===== src/rtl/dqn_pkg.sv =====
// -----------------------------------------------------------------------------
// dqn_pkg
// Shared definitions for the DQN weight path: layer codes, per-layer weight
// word counts (bias included, node-major) and the weight-loader FSM states.
// -----------------------------------------------------------------------------
package dqn_pkg;

    // Layer codes seen on the weight-load port; 2'b00 is never emitted.
    localparam logic [1:0] LAYER_H1  = 2'b01;
    localparam logic [1:0] LAYER_H2  = 2'b10;
    localparam logic [1:0] LAYER_OUT = 2'b11;

    // Each node carries fan_in weights plus one bias word.
    function automatic int unsigned l1_words(input int unsigned n_in,
                                             input int unsigned n_h1);
        return n_h1 * (n_in + 1);
    endfunction

    function automatic int unsigned l2_words(input int unsigned n_h1,
                                             input int unsigned n_h2);
        return n_h2 * (n_h1 + 1);
    endfunction

    function automatic int unsigned l3_words(input int unsigned n_h2,
                                             input int unsigned n_out);
        return n_out * (n_h2 + 1);
    endfunction

    typedef enum logic [2:0] {
        ST_IDLE    = 3'd0,
        ST_LOAD_L1 = 3'd1,
        ST_LOAD_L2 = 3'd2,
        ST_LOAD_L3 = 3'd3,
        ST_DRAIN   = 3'd4,
        ST_DONE    = 3'd5
    } loader_state_e;

endpackage


===== src/rtl/weight_read_pipe.sv =====
// -----------------------------------------------------------------------------
// weight_read_pipe
// Two-stage delay line for the read tag (valid/layer/addr) plus the RAM data
// capture register. A read issued in cycle t is presented in cycle t+2.
// Ports:
//   clk, rst            clock, synchronous active-high reset
//   issue_i/_layer_i/_addr_i  read strobe and tag from the FSM
//   rd_data_i           RAM data, valid the cycle after issue_i
//   inflight_o          a read is between issue and presentation
//   valid_o/layer_o/addr_o/data_o  presented weight word (held when invalid)
// -----------------------------------------------------------------------------
module weight_read_pipe #(
    parameter int unsigned DATA_WIDTH  = 32,
    parameter int unsigned LAYER_WIDTH = 2,
    parameter int unsigned ADDR_WIDTH  = 11
) (
    input  logic                   clk,
    input  logic                   rst,
    input  logic                   issue_i,
    input  logic [LAYER_WIDTH-1:0] issue_layer_i,
    input  logic [ADDR_WIDTH-1:0]  issue_addr_i,
    input  logic [DATA_WIDTH-1:0]  rd_data_i,
    output logic                   inflight_o,
    output logic                   valid_o,
    output logic [LAYER_WIDTH-1:0] layer_o,
    output logic [ADDR_WIDTH-1:0]  addr_o,
    output logic [DATA_WIDTH-1:0]  data_o
);

    logic                   s1_valid_q;
    logic [LAYER_WIDTH-1:0] s1_layer_q;
    logic [ADDR_WIDTH-1:0]  s1_addr_q;
    logic                   valid_q;
    logic [LAYER_WIDTH-1:0] layer_q;
    logic [ADDR_WIDTH-1:0]  addr_q;
    logic [DATA_WIDTH-1:0]  data_q;

    // Stage 1 tracks the outstanding read; stage 2 captures data with its tag.
    always_ff @(posedge clk) begin
        if (rst) begin
            s1_valid_q <= 1'b0;
            s1_layer_q <= '0;
            s1_addr_q  <= '0;
            valid_q    <= 1'b0;
            layer_q    <= '0;
            addr_q     <= '0;
            data_q     <= '0;
        end else begin
            s1_valid_q <= issue_i;
            if (issue_i) begin
                s1_layer_q <= issue_layer_i;
                s1_addr_q  <= issue_addr_i;
            end
            valid_q <= s1_valid_q;
            if (s1_valid_q) begin
                layer_q <= s1_layer_q;
                addr_q  <= s1_addr_q;
                data_q  <= rd_data_i;
            end
        end
    end

    assign inflight_o = s1_valid_q;
    assign valid_o    = valid_q;
    assign layer_o    = layer_q;
    assign addr_o     = addr_q;
    assign data_o     = data_q;

endmodule


===== src/rtl/target_weight_loader.sv =====
// -----------------------------------------------------------------------------
// target_weight_loader
// On a target-update request, streams every main-network weight word from the
// weight RAM into target_net's weight-load port: hidden-1, hidden-2, output.
// Ports:
//   clk, rst                 clock, synchronous active-high reset
//   i_start                  load request (honoured only when idle)
//   i_hold                   suppresses new RAM reads while high
//   o_busy                   load in progress
//   o_rd_en/o_rd_layer/o_rd_addr, i_rd_data   weight RAM read port
//   o_weight_valid/o_weight_layer/o_weight_addr/o_weight   target_net load port
//   o_load_weight_done       one-cycle pulse after the final word
// -----------------------------------------------------------------------------
module target_weight_loader
    import dqn_pkg::*;
#(
    parameter int unsigned DATA_WIDTH                    = 32,
    parameter int unsigned LAYER_WIDTH                   = 2,
    parameter int unsigned NUMBER_OF_INPUT_NODE          = 2,
    parameter int unsigned NUMBER_OF_HIDDEN_NODE_LAYER_1 = 32,
    parameter int unsigned NUMBER_OF_HIDDEN_NODE_LAYER_2 = 32,
    parameter int unsigned NUMBER_OF_OUTPUT_NODE         = 3,
    parameter int unsigned WEIGHT_COUNTER_WIDTH          = 11
) (
    input  logic                            clk,
    input  logic                            rst,
    input  logic                            i_start,
    input  logic                            i_hold,
    output logic                            o_busy,
    output logic                            o_rd_en,
    output logic [LAYER_WIDTH-1:0]          o_rd_layer,
    output logic [WEIGHT_COUNTER_WIDTH-1:0] o_rd_addr,
    input  logic [DATA_WIDTH-1:0]           i_rd_data,
    output logic                            o_weight_valid,
    output logic [LAYER_WIDTH-1:0]          o_weight_layer,
    output logic [WEIGHT_COUNTER_WIDTH-1:0] o_weight_addr,
    output logic [DATA_WIDTH-1:0]           o_weight,
    output logic                            o_load_weight_done
);

    localparam int unsigned L1_WORDS = l1_words(NUMBER_OF_INPUT_NODE,
                                                NUMBER_OF_HIDDEN_NODE_LAYER_1);
    localparam int unsigned L2_WORDS = l2_words(NUMBER_OF_HIDDEN_NODE_LAYER_1,
                                                NUMBER_OF_HIDDEN_NODE_LAYER_2);
    localparam int unsigned L3_WORDS = l3_words(NUMBER_OF_HIDDEN_NODE_LAYER_2,
                                                NUMBER_OF_OUTPUT_NODE);
    localparam int unsigned CNT_SPAN = 1 << WEIGHT_COUNTER_WIDTH;

    // Every layer address must fit the counter, and every layer needs a word.
    if (L1_WORDS > CNT_SPAN || L2_WORDS > CNT_SPAN || L3_WORDS > CNT_SPAN ||
        L1_WORDS == 0 || L2_WORDS == 0 || L3_WORDS == 0) begin : g_bad_params
        $error("target_weight_loader: layer word count does not fit WEIGHT_COUNTER_WIDTH");
    end

    localparam logic [WEIGHT_COUNTER_WIDTH-1:0] L1_LAST = WEIGHT_COUNTER_WIDTH'(L1_WORDS - 1);
    localparam logic [WEIGHT_COUNTER_WIDTH-1:0] L2_LAST = WEIGHT_COUNTER_WIDTH'(L2_WORDS - 1);
    localparam logic [WEIGHT_COUNTER_WIDTH-1:0] L3_LAST = WEIGHT_COUNTER_WIDTH'(L3_WORDS - 1);

    loader_state_e                   state_q;
    logic [WEIGHT_COUNTER_WIDTH-1:0] cnt_q;
    logic                            busy_q;
    logic                            done_q;

    logic                            load_c;
    logic                            issue_c;
    logic                            inflight_c;
    logic [LAYER_WIDTH-1:0]          layer_c;
    logic [WEIGHT_COUNTER_WIDTH-1:0] last_c;

    // Per-state layer code and final address of the layer being read.
    always_comb begin
        load_c  = 1'b0;
        layer_c = '0;
        last_c  = '0;
        case (state_q)
            ST_LOAD_L1: begin
                load_c  = 1'b1;
                layer_c = LAYER_WIDTH'(LAYER_H1);
                last_c  = L1_LAST;
            end
            ST_LOAD_L2: begin
                load_c  = 1'b1;
                layer_c = LAYER_WIDTH'(LAYER_H2);
                last_c  = L2_LAST;
            end
            ST_LOAD_L3: begin
                load_c  = 1'b1;
                layer_c = LAYER_WIDTH'(LAYER_OUT);
                last_c  = L3_LAST;
            end
            default: ;
        endcase
    end

    // Hold gates the read in the same cycle so no address is skipped.
    assign issue_c    = load_c & ~i_hold;
    assign o_rd_en    = issue_c;
    assign o_rd_layer = layer_c;
    assign o_rd_addr  = cnt_q;

    // Sequencer: layers back-to-back, then wait for the pipe to empty.
    always_ff @(posedge clk) begin
        if (rst) begin
            state_q <= ST_IDLE;
            cnt_q   <= '0;
            busy_q  <= 1'b0;
            done_q  <= 1'b0;
        end else begin
            done_q <= 1'b0;
            case (state_q)
                ST_IDLE: begin
                    if (i_start) begin
                        state_q <= ST_LOAD_L1;
                        cnt_q   <= '0;
                        busy_q  <= 1'b1;
                    end
                end
                ST_LOAD_L1, ST_LOAD_L2, ST_LOAD_L3: begin
                    if (issue_c) begin
                        if (cnt_q == last_c) begin
                            cnt_q <= '0;
                            case (state_q)
                                ST_LOAD_L1: state_q <= ST_LOAD_L2;
                                ST_LOAD_L2: state_q <= ST_LOAD_L3;
                                default:    state_q <= ST_DRAIN;
                            endcase
                        end else begin
                            cnt_q <= cnt_q + WEIGHT_COUNTER_WIDTH'(1);
                        end
                    end
                end
                ST_DRAIN: begin
                    // Last read has left stage 1, so its word is on the port now.
                    if (!inflight_c) begin
                        state_q <= ST_DONE;
                        done_q  <= 1'b1;
                    end
                end
                ST_DONE: begin
                    state_q <= ST_IDLE;
                    busy_q  <= 1'b0;
                end
                default: begin
                    state_q <= ST_IDLE;
                    busy_q  <= 1'b0;
                end
            endcase
        end
    end

    assign o_busy             = busy_q;
    assign o_load_weight_done = done_q;

    weight_read_pipe #(
        .DATA_WIDTH (DATA_WIDTH),
        .LAYER_WIDTH(LAYER_WIDTH),
        .ADDR_WIDTH (WEIGHT_COUNTER_WIDTH)
    ) u_read_pipe (
        .clk          (clk),
        .rst          (rst),
        .issue_i      (issue_c),
        .issue_layer_i(layer_c),
        .issue_addr_i (cnt_q),
        .rd_data_i    (i_rd_data),
        .inflight_o   (inflight_c),
        .valid_o      (o_weight_valid),
        .layer_o      (o_weight_layer),
        .addr_o       (o_weight_addr),
        .data_o       (o_weight)
    );

endmodule

===== config.mk =====
export PLATFORM = sky130hd
export DESIGN_NAME = target_weight_loader
export DESIGN_NICKNAME = d
export VERILOG_FILES = /design/src/rtl/dqn_pkg.sv /design/src/rtl/weight_read_pipe.sv /design/src/rtl/target_weight_loader.sv
export SDC_FILE = /design/constraint.sdc
export NUM_CORES = 1
export LEC_CHECK = 0
export ABC_CLOCK_PERIOD_IN_PS = 2400
export CAP_MARGIN = 25
export CORE_MARGIN = 4
export CORE_UTILIZATION = 45
export CTS_CLUSTER_SIZE = 25
export DETAILED_ROUTE_END_ITERATION = 8
export DONT_BUFFER_PORTS = 1
export PLACE_DENSITY = 0.62
export SLEW_MARGIN = 25
export SYNTH_ARGS = -nofsm -noshare
export SYNTH_HDL_FRONTEND = slang
export SYNTH_SLANG_ARGS = --single-unit
export TNS_END_PERCENT = 10

===== constraint.sdc =====
create_clock -name clk -period 2.4 [get_ports clk]
set_clock_uncertainty 0.2 [all_clocks]
set_input_delay 0.48 -clock clk [delete_from_list [all_inputs] [get_ports clk]]
set_output_delay 0.48 -clock clk [all_outputs]
set_load 0.03 [all_outputs]

==> results of run 1 <==
==> worst paths after layout <==
check / slack (ns) / cells after the start / endpoint / from
min: 0.09 / 2 / u_read_pipe.data_o[0]$_SDFFE_PP0P_ / i_rd_data[0]
max reg2reg: 0.21 / 6 / state_q[0]$_SDFFE_PP0P_ / state_q[2]$_SDFFE_PP0P_
min reg2reg: 0.26 / 2 / u_read_pipe.s1_addr_q[9]$_SDFFE_PP0P_ / u_read_pipe.s1_addr_q[9]$_SDFFE_PP0P_
max: 0.20 / 3 / o_rd_en / state_q[1]$_SDFFE_PP0P_
==> repair_timing <==
| item | CTS | global route |
|---|---|---|
| hold buffers | 3 | 1 |
| setup buffers | 0 | 0 |
| hold endpoints to repair | 54 | 1 |
| pin swaps | 0 | 0 |
| gates resized for setup | 1 | 2 |
| gates cloned | 0 | 0 |
| setup endpoints to repair | 1 | 1 |
==> kinds of logic (layout without fill, tap and decap cells) <==
| family | count (synthesis) | in the layout | share of synthesized area (%) |
|---|---|---|---|
| flip-flops | 76 | 76 | 51.1 |
| AND/OR/NAND/NOR | 125 | 125 | 19.1 |
| multiplexers | 48 | 48 | 16.1 |
| buffers and inverters | 24 | 40 | 3.61 |
| XOR/XNOR | 9 | 9 | 2.65 |
| AO/OA/AOI/OAI | 31 | 31 | 7.02 |
| adder cells (fa/ha/maj) | 1 | 1 | 0.420 |
==> registers in the layout (all words and copies together) (netlist names) <==
signal	count
o_busy	1
o_load_weight_done	1
o_rd_addr	11
state_q	3
u_read_pipe.addr_o	11
u_read_pipe.data_o	32
u_read_pipe.inflight_o	1
u_read_pipe.layer_o	2
u_read_pipe.s1_addr_q	11
u_read_pipe.s1_layer_q	2
u_read_pipe.valid_o	1
==> area by class of cell <==
class	count	area (um2)	share of cell area (%)
clock buffers	11	151	4.53
flip-flops and latches	76	1530	45.6
clock inverters	5	33.8	1.01
multi-input cells	214	1350	40.3
repair buffers	20	170	5.09
inverters	4	18.8	0.561
well taps	77	96.3	2.88
==> routing by layer <==
metal	wire length (um)	part of all wire [%]	vias up
met4	95	1.5	0
met3	616	9.4	10
met5	0	0	-
met2	3060	47	75
li1	-	-	1084
met1	2750	42	975
==> layout by cell type (no fill, tap or decap), drive strengths merged, types with 2 or more instances in the layout <==
| master | n |
|---|---|
| clkinv | 2 |
| or2 | 3 |
| dlygate4sd3 | 3 |
| nand4 | 2 |
| a211o | 2 |
| nand2 | 32 |
| inv | 4 |
| nor3 | 5 |
| dfxtp | 76 |
| xor2 | 8 |
| nand2b | 4 |
| buf | 17 |
| mux2i | 48 |
| clkbuf | 11 |
| clkinvlp | 3 |
| a31oi | 2 |
| nor2 | 59 |
| and3 | 5 |
| or3 | 2 |
| a2bb2oi | 2 |
| a21oi | 17 |
| nand3 | 5 |
==> stage by stage <==
step	power [mW]	instance area [um2]
after floorplan	2.48	2980
after global placement	2.61	3100
after detailed placement	2.62	3100
after CTS	3.55	3330
after global routing	3.71	3340
final	3.51	3340
==> power breakdown <==
part,internal [mW],switching (mW)
registers,1.40,0.315
logic,0.390,0.513
clock network,0.432,0.460
==> impl_metrics.sql, run 1 <==
INSERT INTO impl_metrics (metric_group, metric, value, unit) VALUES
('outcome', 'outcome', 'complete, no violations', ''),
('floorplan', 'die_width', '89.3', 'um'),
('clock_tree', 'clock_latency', '0.34', 'ns'),
('timing', 'max_clock_freq', '455', 'MHz'),
('synthesis', 'netlist.area_leader.share', '51.1', '%'),
('synthesis', 'commonest_cells_in_the_netlist', 'sky130_fd_sc_hd__dfxtp_1, sky130_fd_sc_hd__nor2_1, sky130_fd_sc_hd__mux2i_1', ''),
('floorplan', 'area_of_the_die', '0.00798', 'mm2'),
('placement', 'dp_hpwl', '4360', 'um'),
('floorplan', 'core_area', '0.00639', 'mm2'),
('clock_tree', 'clock-root-buffer', 'sky130_fd_sc_hd__clkbuf_8', ''),
('synthesis', 'synthDominantAreaCellType', 'sky130_fd_sc_hd__dfxtp_1', ''),
('finish', 'antenna_cells_inserted', '0', ''),
('timing', 'final_hold_viol_count', '0', ''),
('detailed_routing', 'drt_pre_antenna_iters', '4', ''),
('setup_path', 'worst-path-buf-inv', '1', ''),
('setup_path', 'worstPathCellList', 'nor2_1 > or3_1 > clkinvlp_4', ''),
('setup_path', 'worstPathRequired', '1.72', 'ns'),
('synthesis', 'syn_nets', '351', ''),
('detailed_routing', 'drt.antenna.violating_nets', '0', ''),
('timing', 'whs', '0.0875', 'ns'),
('timing', 'final_setup_tns', '0', 'ns'),
('power_and_ir_drop', 'p_leak', '1.28', 'nW'),
('placement', 'place_inst', '387', ''),
('synthesis', 'synth_area_leaders', 'sky130_fd_sc_hd__dfxtp_1, sky130_fd_sc_hd__mux2i_1, sky130_fd_sc_hd__nor2_1, sky130_fd_sc_hd__nand2_1, sky130_fd_sc_hd__a21oi_1', ''),
('finish', 'finish.cell_count_without_fillers', '407', ''),
('synthesis', 'postSynthRegisterBits', '76', ''),
('setup_path', 'timing_worst_setup_path_type', 'reg -> out', ''),
('finish', 'nNetsFinal', '362', ''),
('detailed_routing', 'wl_per_cell', '16.0', 'um'),
('synthesis', 'synthDistinctLibCells', '43', ''),
('global_route', 'largest_net_degree_at_the_start_of_global_routing', '55', ''),
('setup_path', 'critPathMaxFanout', '11', ''),
('setup_path', 'critical-path-max-stage-delay', '0.45', 'ns'),
('clock_tree', 'h_tree_lvls', '3', ''),
('placement', 'detailedPlace.worstSlack', '0.264', 'ns'),
('finish', 'area_delta_synth_final', '12.3', '%'),
('timing', 'worst_pin_slew', '0.735', 'ns'),
('synthesis', 'post_synthesis_area_per_instance', '9.48', 'um2'),
('synthesis', 'ys_seq_area_share', '51.1', '%'),
('synthesis', 'synth-warning-count', '0', ''),
('timing', 'pins_over_slew_limit', '0', ''),
('hold_path', 'hold_class', 'in -> reg', ''),
('placement', 'place.port_buffers', '0', ''),
('detailed_routing', 'detail_route.wirelength', '6530', 'um'),
('placement', 'finalWeightedCongestion', '0.919', ''),
('timing', 'period_needed', '2.20', 'ns'),
('clock_tree', 'cts_tree', 'built', ''),
('clock_tree', 'clock_sink_count', '76', ''),
('synthesis', 'synth_async_sr_flop_share', '0', '%'),
('synthesis', 'yosys.cell_count.top_type', 'sky130_fd_sc_hd__dfxtp_1', ''),
('setup_path', 'critical_path_capture_point_type', 'output pin', ''),
('synthesis', 'ys_flop_type', 'sky130_fd_sc_hd__dfxtp_1', ''),
('detailed_routing', 'vias_per_cell', '5.27', ''),
('finish', 'n_fill_cell', '601', ''),
('global_route', 'first_global_vias', '1949', ''),
('setup_path', 'crit_arrival', '1.52', 'ns'),
('timing', 'finalSetupViolCount', '0', ''),
('detailed_routing', 'drc_errors', '0', ''),
('global_route', 'grt_util_met2', '26.8', '%'),
('finish', 'finish.utilization', '52.4', '%'),
('finish', 'drive_above_1_share', '14.2', '%'),
('floorplan', 'initial_core_util', '46.6', '%'),
('global_route', 'global_route.overflow_total', '0', ''),
('timing', 'worst_slew_margin_rel', '51.0', '%'),
('clock_tree', 'clkTransAtPathRegs', '0.08', 'ns'),
('global_route', 'met1_usage', '20.0', '%'),
('floorplan', 'row_count', '29', ''),
('clock_tree', 'tritoncts.num_buffers', '9', ''),
('global_route', 'antenna_violations_before_repair', '0', ''),
('global_route', 'global_route_usage_sum', '16.5', '%'),
('power_and_ir_drop', 'power_per_cell_area', '1050', 'mW/mm2');
Note: power is estimated with default switching activity, not from simulation.
==> run 2, diff against run 1 <==
--- a/config.mk
+++ b/config.mk
@@ -7,6 +7,7 @@
 export LEC_CHECK = 0
 export ABC_CLOCK_PERIOD_IN_PS = 2400
 export CAP_MARGIN = 25
+export CORE_ASPECT_RATIO = 0.7
 export CORE_MARGIN = 4
 export CORE_UTILIZATION = 45
 export CTS_CLUSTER_SIZE = 25
==> run 2 against run 1 <==
Core utilization up 1.3 points. Global-route usage rose by 0.70 points. Die area grew 0.27%. Critical path type is now reg -> reg.
==> impl_metrics.sql, run 2 (synthesis gave the netlist of run 1 again) <==
INSERT INTO impl_metrics (metric_group, metric, value, unit) VALUES
('power_and_ir_drop', 'p_leak', '1.30', 'nW'),
('clock_tree', 'cts_tree', 'built', ''),
('timing', 'final_hold_viol_count', '0', ''),
('power_and_ir_drop', 'cellInternalPower', '2.43', 'mW'),
('floorplan', 'initial_core_util', '47.0', '%'),
('setup_path', 'critPathMaxFanout', '13', ''),
('clock_tree', 'clock_sink_count', '76', ''),
('timing', 'pins_over_slew_limit', '0', ''),
('timing', 'worst_pin_slew', '0.483', 'ns'),
('floorplan', 'die_width', '105', 'um'),
('detailed_routing', 'drc_errors', '0', ''),
('clock_tree', 'tritoncts.num_buffers', '9', ''),
('hold_path', 'holdCritStartpoint', 'i_rd_data[5]', ''),
('placement', 'dp_hpwl', '4580', 'um'),
('setup_path', 'crit_arrival', '2.30', 'ns'),
('job', 'timing.max_cap.violations', '0', ''),
('power_and_ir_drop', 'power_per_cell_area', '1100', 'mW/mm2'),
('finish', 'drive_above_1_share', '14.3', '%'),
('finish', 'final_cell_mix', 'sky130_fd_sc_hd__dfxtp_1, sky130_fd_sc_hd__nor2_1, sky130_fd_sc_hd__mux2i_1', ''),
('power_and_ir_drop', 'switching_share', '34.8', '%'),
('timing', 'finalSetupViolCount', '0', ''),
('finish', 'multi_input_comb_area', '0.00136', 'mm2'),
('floorplan', 'area_of_the_die', '0.00800', 'mm2'),
('detailed_routing', 'drt_pre_antenna_iters', '4', ''),
('floorplan', 'io_pins', '98', ''),
('setup_path', 'worstPathCellList', 'nand2b_1 > o22ai_1 > a21oi_1 > nor3_4 > or4b_1 > a31oi_1', ''),
('global_route', 'global_route_usage_sum', '17.2', '%'),
('setup_path', 'critical-path-max-stage-delay', '0.61', 'ns'),
('hold_path', 'worstHoldPathCells', '2', ''),
('placement', 'finalWeightedCongestion', '0.866', ''),
('setup_path', 'worst-r2r-cell-count', '6', ''),
('detailed_routing', 'vias', '2141', ''),
('timing', 'period_needed', '2.23', 'ns'),
('hold_path', 'hold_class', 'in -> reg', ''),
('global_route', 'antenna_violations_before_repair', '0', ''),
('global_route', 'global_route.overflow_total', '0', ''),
('detailed_routing', 'vias_per_cell', '5.11', ''),
('global_route', 'first_global_vias', '2048', ''),
('hold_path', 'worst_hold_path_ep', 'u_read_pipe.data_o[5]$_SDFFE_PP0P_', ''),
('detailed_routing', 'detailed_router_s_first_iteration_violation_count', '135', ''),
('power_and_ir_drop', 'power.ir.vdd_worst', '0.410', 'mV'),
('timing', 'final_setup_tns', '0', 'ns'),
('global_route', 'largest_net_degree_at_the_start_of_global_routing', '51', ''),
('global_route', 'wire_length_of_the_first_global_routing_pass', '11100', 'um'),
('power_and_ir_drop', 'clock_power_share', '28.8', '%'),
('power_and_ir_drop', 'power_switching', '1.30', 'mW'),
('timing', 'max_clock_freq', '449', 'MHz'),
('setup_path', 'worstPathRequired', '2.47', 'ns'),
('detailed_routing', 'wl_per_cell', '16.0', 'um'),
('finish', 'final_area', '0.00340', 'mm2'),
('finish', 'area_delta_synth_final', '14.2', '%'),
('placement', 'dpl-instance-area', '0.00312', 'mm2'),
('finish', 'mostFrequentLayoutCell', 'sky130_fd_sc_hd__dfxtp_1', ''),
('finish', 'antenna_cells_inserted', '0', ''),
('finish', 'number_of_flip_flops_in_the_largest_register', '32', ''),
('clock_tree', 'h_tree_lvls', '3', ''),
('setup_path', 'critical_path.startpoint_type', 'flop', ''),
('setup_path', 'regToRegStartpoint', 'state_q[2]$_SDFFE_PP0P_', ''),
('setup_path', 'timing_worst_setup_path_type', 'reg -> reg', ''),
('floorplan', 'core_area', '0.00634', 'mm2'),
('setup_path', 'critical_path_capture_point_type', 'flop', ''),
('setup_path', 'r2r_setup_slack', '0.17', 'ns'),
('power_and_ir_drop', 'power_frac_seq', '45.9', '%'),
('floorplan', 'die_height', '76.1', 'um'),
('placement', 'place.port_buffers', '0', ''),
('timing', 'rsz0062_at_grt', 'false', ''),
('outcome', 'outcome', 'complete, no violations', ''),
('detailed_routing', 'drt.antenna.violating_nets', '0', ''),
('setup_path', 'reg2reg_to', 'o_rd_addr[2]$_SDFFE_PP0P_', ''),
('finish', 'n_fill_cell', '595', ''),
('power_and_ir_drop', 'combinationalPowerShare', '25.2', '%'),
('clock_tree', 'clock-root-buffer', 'sky130_fd_sc_hd__clkbuf_8', ''),
('timing', 'post_route_fraction_of_the_period_consumed_by_the_critical_path', '92.9', '%'),
('clock_tree', 'max-clock-path-buffers', '2', ''),
('finish', 'nNetsFinal', '361', ''),
('clock_tree', 'clock_latency', '0.33', 'ns'),
('detailed_routing', 'detail_route.wirelength', '6710', 'um'),
('finish', 'storage_cell_area', '0.00153', 'mm2'),
('timing', 'worst_slew_margin_rel', '67.5', '%'),
('setup_path', 'timing.critical_path.slowest_stage_cell', 'sky130_fd_sc_hd__dfxtp_1', ''),
('floorplan', 'row_count', '24', ''),
('clock_tree', 'clkTransAtPathRegs', '0.07', 'ns');
run 2: cell type report:
cell class | count | share of cell area [%]
Multi-Input combinational cell | 214 | 40.0
Sequential cell | 76 | 44.8
Clock inverter | 4 | 2.13
Clock buffer | 11 | 4.45
Timing Repair Buffer | 19 | 4.71
Tap cell | 91 | 3.35
Inverter | 4 | 0.552
run 2: metal layers:
| metal | GRT usage, % | wire length [um] | vias up |
|---|---|---|---|
| met3 | 8.38 | 650 | 7 |
| li1 | - | - | 1077 |
| met1 | 22.1 | 3070 | 982 |
| met5 | 0 | 0 | - |
| met4 | 5.50 | 69 | 0 |
| met2 | 25.1 | 2920 | 75 |
run 2: worst max path at each step:
stage,slack [ns],end,from,cells past startpoint
global placement,0.29,o_rd_addr[10]$_SDFFE_PP0P_,state_q[2]$_SDFFE_PP0P_,6
global route,0.004,o_rd_addr[8]$_SDFFE_PP0P_,state_q[2]$_SDFFE_PP0P_,6
detailed placement,0.14,state_q[0]$_SDFFE_PP0P_,state_q[2]$_SDFFE_PP0P_,6
finish,0.17,o_rd_addr[2]$_SDFFE_PP0P_,state_q[2]$_SDFFE_PP0P_,6
floorplan,0.28,o_rd_en,state_q[2]$_SDFFE_PP0P_,4
CTS,0.06,o_rd_en,state_q[1]$_SDFFE_PP0P_,3
run 2: what timing repair did:
item | 4_1_cts | 5_1_grt
buffers inserted | 0 | 0
resized for setup | 1 | 4
hold endpoints to repair | 50 | 2
setup endpoints to repair | 1 | 10
hold buffers | 2 | 1
run 2: power by group through the flow:
stage          combinational [mW]  sequential, mW  clock (mW)
2_1_floorplan               0.764            1.71           0
3_3_place_gp                0.873            1.74           0
3_5_place_dp                0.893            1.74           0
4_1_cts                     0.922            1.71        1.12
5_1_grt                      1.02            1.74        1.18
6_report                    0.942            1.71        1.08
run 2: worst max-delay path: cells and delay by family (launching register included):
kind,cells,cell delay [ns]
AO/OA/AOI/OAI,3,0.49
flip-flops,1,0.61
AND/OR/NAND/NOR,3,0.86
run 2: through the flow:
step / setup slack [ns] / util (%) / total power, mW / instances / hold slack (ns)
2_1_floorplan: 0.280 / - / 2.48 / 314 / 0.228
3_3_place_gp: 0.289 / 49.2 / 2.61 / 401 / 0.241
3_5_place_dp: 0.144 / 49.2 / 2.63 / 401 / 0.244
4_1_cts: 0.0584 / 53.3 / 3.75 / 418 / 0.00182
5_1_grt: 0.00424 / 53.7 / 3.94 / 419 / 0.0705
6_report: 0.170 / 53.7 / 3.73 / 419 / 0.0922
==> run 3, diff against run 2 <==
--- a/config.mk
+++ b/config.mk
@@ -10,6 +10,7 @@
 export CORE_ASPECT_RATIO = 0.7
 export CORE_MARGIN = 4
 export CORE_UTILIZATION = 45
+export CTS_BUF_LIST = sky130_fd_sc_hd__clkbuf_8
 export CTS_CLUSTER_SIZE = 25
 export DETAILED_ROUTE_END_ITERATION = 8
 export DONT_BUFFER_PORTS = 1
==> results of run 3 <==
No change in the layout: final DEF, timing and power equal those of run 2.
